[src/rtl/four_mag.sv]
// Registered magnitude comparator: one clock of latency, one-hot {c,d,e}
// flags after the first post-reset edge, all-zero flags while in reset.
module four_mag #(
    parameter int unsigned WIDTH  = 4,
    parameter bit          SIGNED = 1'b0
) (
    input  logic             clk,
    input  logic             rst,
    input  logic [WIDTH-1:0] a,
    input  logic [WIDTH-1:0] b,
    output logic             c,
    output logic             d,
    output logic             e
);

    // Inverting both sign bits maps two's-complement order onto unsigned order,
    // so one unsigned comparator serves both modes.
    localparam logic [WIDTH-1:0] SIGN_MASK =
        SIGNED ? (WIDTH'(1) << (WIDTH - 1)) : '0;

    logic [WIDTH-1:0] a_key;
    logic [WIDTH-1:0] b_key;
    logic             gt_next;
    logic             eq_next;
    logic             lt_next;

    always_comb begin
        a_key   = a ^ SIGN_MASK;
        b_key   = b ^ SIGN_MASK;
        gt_next = a_key > b_key;
        eq_next = a_key == b_key;
        lt_next = a_key < b_key;
    end

    always_ff @(posedge clk or posedge rst) begin
        if (rst) begin
            c <= 1'b0;
            d <= 1'b0;
            e <= 1'b0;
        end else begin
            c <= gt_next;
            d <= eq_next;
            e <= lt_next;
        end
    end

endmodule

[config.mk]
export PLATFORM = sky130hd
export DESIGN_NAME = four_mag
export DESIGN_NICKNAME = d
export VERILOG_FILES = /design/src/rtl/four_mag.sv
export SDC_FILE = /design/constraint.sdc
export NUM_CORES = 1
export LEC_CHECK = 0
export CORE_AREA = 2 2 39 41
export CTS_CLUSTER_SIZE = 8
export DETAILED_ROUTE_END_ITERATION = 16
export DIE_AREA = 0 0 41 43
export GPL_TIMING_DRIVEN = 0
export MAX_ROUTING_LAYER = met4
export SYNTH_ARGS = -nofsm -noshare
export SYNTH_HDL_FRONTEND = slang
export SYNTH_SLANG_ARGS = --single-unit
[constraint.sdc]
create_clock -name clk -period 0.8 [get_ports clk]
set_input_delay 0.12 -clock clk [delete_from_list [all_inputs] [get_ports clk]]
set_output_delay 0.12 -clock clk [all_outputs]
set_load 0.005 [all_outputs]
======== Word level (Yosys, flattened, before mapping) ========
Cells that the tools add are included.
word-level totals
  bits in registers ....................... 3
  bits in latches ......................... 0
  bits in writable memories ............... 0
  ROM bits ................................ 0
  bits of input ports ..................... 10
  output and inout port bits .............. 3
  logic and storage cells ................. 6
  memories kept ........................... 0
cells by class
  add/sub/neg operators ................... 0
  $mul .................................... 0
  div/mod/pow operators ................... 0
  order comparisons ....................... 2
  eq/ne operators ......................... 1
  shift-type cells ........................ 0
  multiplexer cells ....................... 0
  bitwise logic cells ..................... 0
  reductions and logical operators ........ 0
operators with widths
  cell                           count
  4-bit == test                  1
  4-bit greater-than comparator  1
  4-bit less-than comparator     1

======== Longest topological paths before layout ========
Gate-level depths: netlist (run 1).
  word-level depth ........................ 1
  gate-level depth with buffers ........... 5
  depth with buffers taken out ............ 5

======== Worst setup path before layout (run 1) ========
Ideal clock, no wire load.
  kind .................................... input -> register
  start ................................... input b[3]
  end ..................................... register e
  setup time .............................. 0.119 ns
  arrival ................................. 0.762 ns
  required time ........................... 0.681 ns
  slack ................................... -0.081 ns
  cell stages on the path ................. 5
  path buffers ............................ 0
  cells stage by stage .................... inv_1 -> ha_1 -> nand2_1 -> o21bai_4 -> and2_1
on the way
  cells in the longest elaborated chain, start to end .. 1
ends and longest elaborated chain
  what                        RTL line  RTL
  start, declared             10        input logic [WIDTH-1:0] b,
  4-bit less-than comparator  32        lt_next = a_key < b_key;
  named net lt_next           25        logic lt_next;
  end signal, assigned        43        e <= lt_next;
  end, declared               13        output logic e
The timed path passes the listed nets, and every way through them passes these cells.

======== Worst setup path after layout (run 1) ========
  start ................................... register e
  end ..................................... output e
No word-level cell between the ends.

==> results of run 1 <==
[area by class of cell]
cell class              instances  area share [%]
flip-flops and latches          3            17.7
well taps                      16            4.72
repair buffers                 13            19.5
clock buffers                   4            6.19
multi-input cells              12            43.4
inverters                       5            8.55
[per-layer routing]
metal / share of wire (%) / GRT usage (%) / routed length (µm)
met2: 64 / 11.3 / 292
met5: 0 / - / 0
met4: 0 / 10.0 / 0
met3: 7.4 / 1.57 / 34
met1: 29 / 4.79 / 132
[stage by stage]
stage	instances	hold slack [ns]	worst slack [ns]
2_1_floorplan	20	-0.126	-0.0337
3_3_place_gp	48	0.296	-0.711
3_5_place_dp	48	0.301	-0.734
4_1_cts	53	0.0550	-0.0336
5_1_grt	53	0.0649	-0.0565
6_report	53	0.0643	-0.0165
[synth_stat cells (all sizes together)]
| cell | number | area [µm²] |
|---|---|---|
| a21oi | 2 | 13.8 |
| and2 | 1 | 6.26 |
| dfrtp | 3 | 75.1 |
| ha | 4 | 50.1 |
| inv | 5 | 18.8 |
| nand2 | 2 | 7.51 |
| nor2 | 1 | 3.75 |
| nor2b | 1 | 13.8 |
| o21bai | 1 | 18.8 |
[how the worst max path moves through the flow]
stage                     start     endpoint  slack [ns]  cells past startpoint
detailed placement         b[1]  e$_DFF_PP0_       -0.73                      6
global placement           b[1]  e$_DFF_PP0_       -0.71                      6
CTS                 e$_DFF_PP0_            e       -0.03                      1
finish              e$_DFF_PP0_            e       -0.02                      1
global route        e$_DFF_PP0_            e       -0.06                      1
floorplan                  b[1]  e$_DFF_PP0_       -0.03                      5
[cells in the final DEF (no fill, tap or decap), drive strengths merged]
master / count
buf: 10
inv: 5
ha: 4
clkbuf: 4
dfrtp: 3
dlygate4sd2: 2
nand2: 2
a21oi: 2
nor2b: 1
o21bai: 1
and2: 1
nor2: 1
clkdlybuf4s50: 1
[flip-flops by register name, indices dropped and copies added, names as in the netlist]
register / cells
c: 1
d: 1
e: 1
[kinds of logic (layout without fill, tap and decap cells)]
| logic type | count (synthesis) | after routing | synth area share, % |
|---|---|---|---|
| AND/OR/NAND/NOR | 5 | 5 | 15.1 |
| buffers and inverters | 5 | 22 | 9.04 |
| adder cells (fa/ha/maj) | 4 | 4 | 24.1 |
| flip-flops | 3 | 3 | 36.1 |
| AO/OA/AOI/OAI | 3 | 3 | 15.7 |
[power by group through the flow]
stage               sequential [W]  combinational, W  clock [W]
floorplan                 0.000177         0.0000917          0
finish                    0.000171          0.000197   0.000264
global route              0.000173          0.000218   0.000294
CTS                       0.000171          0.000203   0.000279
detailed placement        0.000174          0.000192          0
global placement          0.000173          0.000189          0
[repair_timing]
action,in CTS,in global routing
pin swaps,5,0
buffers inserted,1,0
gates resized for setup,46,0
endpoints found under the setup margin,6,3
==> metrics.md, run 1 <==
| Metric | Value |
|---|---|
| Area taken by multi-input logic gates | `184 µm²` |
| Data arrival time of the worst path | `0.70 ns` |
| Leakage power of the design | `0.198 nW` |
| # diodes | `0` |
| Layout cell share with drive strength beyond 1 | `75.7%` |
| HPWL after DPL | `340 µm` |
| Total chip power | `0.000632 W` |
| Pin count of the biggest net entering global routing | `4` |
| Worst EP required | `0.68 ns` |
| Count of input and output buffers | `12` |
| Total Negative Setup Slacks | `-0.0393 ns` |
| Total number of H-tree levels | `1` |
| Setup repair after global routing missed its margin | `true` |
| Final setup viols | `3` |
| Number of standard cells after synthesis | `20` |
| Count of antenna-violating nets left after detailed routing | `0` |
| Final worst-path setup slack | `-0.0165 ns` |
| Design internal power | `0.000468 W` |
| Unique masters post-synth | `10` |
| Period utilization | `102%` |
| Part of the power in registers | `27.0%` |
| Synthesized net count | `34` |
| Die Wd | `41 µm` |
| Fill cell count | `160` |
| DRC violations left | `0` |
| Number of max-slew violations in the final report | `0` |
| Post-Synthesis Cell Area | `208 µm²` |
| TritonCTS clock tree | `built` |
| Worst-Margin Slew | `0.220 ns` |
| Clock slew seen by the registers of the worst setup and hold paths | `0.04 ns` |
| Tot GR Track Use | `7.08%` |
| Via/cell ratio | `3.57` |
| Floorplan Core Area | `1380 µm²` |
| Maximum frequency from static timing analysis | `1.22 GHz` |
| Mean area per synthesized cell | `10.4 µm²` |
| Portion of total power attributed to the clock network | `41.8%` |
| Kind of launch point of the worst setup path | `flip-flop` |
| Cell area after placement | `405 µm²` |
| Slowest CP cell | `sky130_fd_sc_hd__dfrtp_1` |
| Type of the setup path with the least slack | `reg2out` |
| Die area | `1760 µm²` |
| Number of synthesis warnings | `0` |
| Die Height | `43 µm` |
| Maximum cell stage delay along the critical path | `0.35 ns` |
| DRC violation total after the first TritonRoute iteration | `0` |
| Proportion of synthesized chip area in sequential cells | `36.1%` |
| Clock period minus worst slack | `0.817 ns` |
| Antenna violations before repair | `0` |
| Number of nets in the finished design | `52` |
| Number of global-route vias before repair | `201` |
| Category of cells accounting for the largest share of critical-path delay | `flip-flops` |
| WL final | `459 µm` |
| Residual overflow from global routing | `0` |
| Flip-flop and latch count after synthesis | `3` |
| Number of search-and-repair iterations in the first detailed-routing pass | `1` |
| Reg area | `75.1 µm²` |
| Sequence of cells on the critical path | `buf_2` |
| Share of total power consumed by net switching | `26.0%` |
| Number of buffers and inverters on the critical path | `1` |
| First-pass GRT wire length | `724 µm` |
| MaxCap Viol Count | `0` |
| Deepest clock path buffer count | `2` |
| Number of placement rows | `14` |
| Final Core Density | `30.7%` |
| Layout overhead on the synthesized area | `104%` |
| Failing checks | `setup timing` |
| Endpoint class of the critical path | `output pin` |
| Hold WC Path Type | `in2async` |
| Clock tree root driver cell | `sky130_fd_sc_hd__clkbuf_4` |
| Cts bufs inserted | `3` |
| Hold Vio Cnt, Final | `0` |
| Power dissipated by switching net loads | `0.000164 W` |
| Largest driver fanout on the critical path | `1` |
| Starting Density | `15.0%` |
| Max-Slew Margin vs Limit | `85.3%` |
| Status | `complete, but fails checks` |
| Sinks on the clock net | `3` |
| Peak supply drop | `0.000270 V` |
| Share of total power in combinational logic | `31.2%` |
| Post-route cell area | `424 µm²` |
| Mean routed wirelength per cell | `8.66 µm` |
| Via count of the routed design | `189` |
| Final Wtd Congestion | `0.539` |
| Pwr dens | `1490 nW/µm²` |
| Number of hold buffers added after cts | `0` |
| Top Ports | `13` |
Note: power is estimated with default switching activity, not from simulation.
==> run 2, diff against run 1 <==
--- a/config.mk
+++ b/config.mk
@@ -10,7 +10,6 @@
 export DETAILED_ROUTE_END_ITERATION = 16
 export DIE_AREA = 0 0 41 43
 export GPL_TIMING_DRIVEN = 0
-export MAX_ROUTING_LAYER = met4
 export SYNTH_ARGS = -nofsm -noshare
 export SYNTH_HDL_FRONTEND = slang
 export SYNTH_SLANG_ARGS = --single-unit
==> metrics.md, run 2 (synthesis results as in run 1) <==
| Metric | Value |
|---|---|
| Global-route met3 utilization | `1.57% (unchanged)` |
| Maximum cell stage delay along the critical path | `0.35 ns (about the same)` |
| Final Wtd Congestion | `0.537 (-0.28%)` |
| Largest registers in the final layout | `c (1), d (1), e (1)` |
| Pin count of the biggest net entering global routing | `4 (unchanged)` |
| Final setup viols | `3 (unchanged)` |
| Number of buffers and inverters on the critical path | `1 (unchanged)` |
| Tot GR Track Use | `6.91% (-0.17 points)` |
| Sequence of cells on the critical path | `buf_2` |
| Total chip power | `0.000632 W (about the same)` |
| Die area | `1760 µm² (unchanged)` |
| Peak supply drop | `0.000268 V (-0.65%)` |
| DRC violations left | `0 (unchanged)` |
| Commonest cells after routing, fill and taps aside | `sky130_fd_sc_hd__buf_2 (8), sky130_fd_sc_hd__ha_4 (4), sky130_fd_sc_hd__dfrtp_1 (3), sky130_fd_sc_hd__clkbuf_4 (3)` |
| Number of placement rows | `14 (unchanged)` |
| Data arrival time of the worst path | `0.70 ns (about the same)` |
| Fill cell count | `160 (unchanged)` |
| Antenna violations before repair | `0 (unchanged)` |
| Final worst-path setup slack | `-0.0163 ns (+0.000251 ns)` |
| Worst-Margin Slew | `0.220 ns (-0.000199 ns)` |
| Leakage power of the design | `0.198 nW (unchanged)` |
| Floorplan Core Area | `1380 µm² (unchanged)` |
| Placed Instances | `48 (unchanged)` |
| Design internal power | `0.000468 W (about the same)` |
| # diodes | `0 (unchanged)` |
| Pwr dens | `1490 nW/µm² (about the same)` |
| Residual overflow from global routing | `0 (unchanged)` |
| Share of total power consumed by net switching | `25.9% (-0.066 points)` |
| Cts bufs inserted | `3 (unchanged)` |
| Worst EP required | `0.68 ns (about the same)` |
| Number of hold buffers added after cts | `0 (unchanged)` |
| Die Wd | `41 µm (unchanged)` |
| Clock tree root driver cell | `sky130_fd_sc_hd__clkbuf_4` |
| Status | `complete, but fails checks` |
| Hold WC Path Type | `in2async` |
| Die Height | `43 µm (unchanged)` |
| Via/cell ratio | `3.58 (+0.53%)` |
| Area taken by multi-input logic gates | `184 µm² (unchanged)` |
| Number of max-slew violations in the final report | `0 (unchanged)` |
| Final Instance Count excl. Fillers | `53 (unchanged)` |
| Number of search-and-repair iterations in the first detailed-routing pass | `1 (unchanged)` |
| Endpoint class of the critical path | `output pin` |
| Layout cell share with drive strength beyond 1 | `75.7% (unchanged)` |
| Kind of launch point of the worst setup path | `flip-flop` |
| Hold Vio Cnt, Final | `0 (unchanged)` |
| Failing checks | `setup timing` |
| Count of input and output buffers | `12 (unchanged)` |
| Most common library cell in the layout ignoring fill and taps | `sky130_fd_sc_hd__buf_2` |
| MaxCap Viol Count | `0 (unchanged)` |
| Number of nets in the finished design | `52 (unchanged)` |
| Starting Density | `15.0% (unchanged)` |
| Reg area | `75.1 µm² (unchanged)` |
| Clock period minus worst slack | `0.816 ns (-0.000251 ns)` |
| Part of the power in registers | `27.1% (about the same)` |
| Category of cells accounting for the largest share of critical-path delay | `flip-flops` |
| Mean routed wirelength per cell | `8.60 µm (-0.65%)` |
| WL final | `456 µm (-0.65%)` |
| Layout overhead on the synthesized area | `104% (unchanged)` |
| Maximum frequency from static timing analysis | `1.23 GHz (about the same)` |
| Count of antenna-violating nets left after detailed routing | `0 (unchanged)` |
| Total number of H-tree levels | `1 (unchanged)` |
| Global routing usage on met1 | `4.79% (unchanged)` |
| Type of the setup path with the least slack | `reg2out` |
| Slowest CP cell | `sky130_fd_sc_hd__dfrtp_1` |
| Number of global-route vias before repair | `202 (+0.50%)` |
| HPWL after DPL | `340 µm (unchanged)` |
| Met2 demand-to-capacity share in global routing | `11.3% (unchanged)` |
| DRC violation total after the first TritonRoute iteration | `0 (unchanged)` |
| Portion of total power attributed to the clock network | `41.7% (about the same)` |
| Setup repair after global routing missed its margin | `true` |
| Period utilization | `102% (about the same)` |
| Global routing's busiest layer | `met2` |
| Max-Slew Margin vs Limit | `85.3% (about the same)` |
| Via count of the routed design | `190 (+0.53%)` |
| Largest driver fanout on the critical path | `1 (unchanged)` |
| Share of total power in combinational logic | `31.2% (about the same)` |
| Top Ports | `13 (unchanged)` |
| TritonCTS clock tree | `built` |
| First-pass GRT wire length | `724 µm (unchanged)` |
| Sinks on the clock net | `3 (unchanged)` |
| Power dissipated by switching net loads | `0.000164 W (-0.33%)` |
| Deepest clock path buffer count | `2 (unchanged)` |
| Clock slew seen by the registers of the worst setup and hold paths | `0.04 ns (about the same)` |
## run 2: final cells by class
cell class                 count  share of cell area, %
multi-input combinational     12                   43.4
sequential                     3                   17.7
inverter                       5                   8.55
tap                           16                   4.72
clock buffer                   4                   6.19
timing repair buffer          13                   19.5
## run 2: per-layer routing
| layer | vias up | share of wire (%) |
|---|---|---|
| met4 | 0 | 0 |
| li1 | 96 | - |
| met1 | 89 | 29 |
| met2 | 5 | 63 |
| met3 | 0 | 7.2 |
| met5 | - | 0 |
## run 2: repair_timing
action	CTS	global route
buffers inserted	1	0
pin swaps	5	0
gates cloned	0	0
endpoints found under the hold margin	0	0
setup endpoints to repair	6	3
gates resized for setup	46	0
## run 2: metrics by stage
stage | util [%] | TNS (ns) | setup slack, ns | area [µm²] | hold WS (ns)
floorplan | - | -0.0337 | -0.0337 | 265 | -0.126
global placement | 29.3 | -2.20 | -0.711 | 405 | 0.296
detailed placement | 29.3 | -2.25 | -0.734 | 405 | 0.301
CTS | 30.7 | -0.0779 | -0.0336 | 424 | 0.0550
global route | 30.7 | -0.156 | -0.0565 | 424 | 0.0649
finish | 30.7 | -0.0373 | -0.0163 | 424 | 0.0646
## run 2: power groups by stage
stage / combinational, W / sequential (W) / clock [W]
2_1_floorplan: 0.0000917 / 0.000177 / 0
3_3_place_gp: 0.000189 / 0.000173 / 0
3_5_place_dp: 0.000192 / 0.000174 / 0
4_1_cts: 0.000203 / 0.000171 / 0.000279
5_1_grt: 0.000218 / 0.000173 / 0.000294
6_report: 0.000197 / 0.000171 / 0.000264
## run 2: worst max path at each step
stage / from / to / slack [ns] / depth (start not counted)
floorplan: b[1] / e$_DFF_PP0_ / -0.03 / 5
finish: e$_DFF_PP0_ / e / -0.02 / 1
CTS: e$_DFF_PP0_ / e / -0.03 / 1
global placement: b[1] / e$_DFF_PP0_ / -0.71 / 6
global route: e$_DFF_PP0_ / e / -0.06 / 1
detailed placement: b[1] / e$_DFF_PP0_ / -0.73 / 6
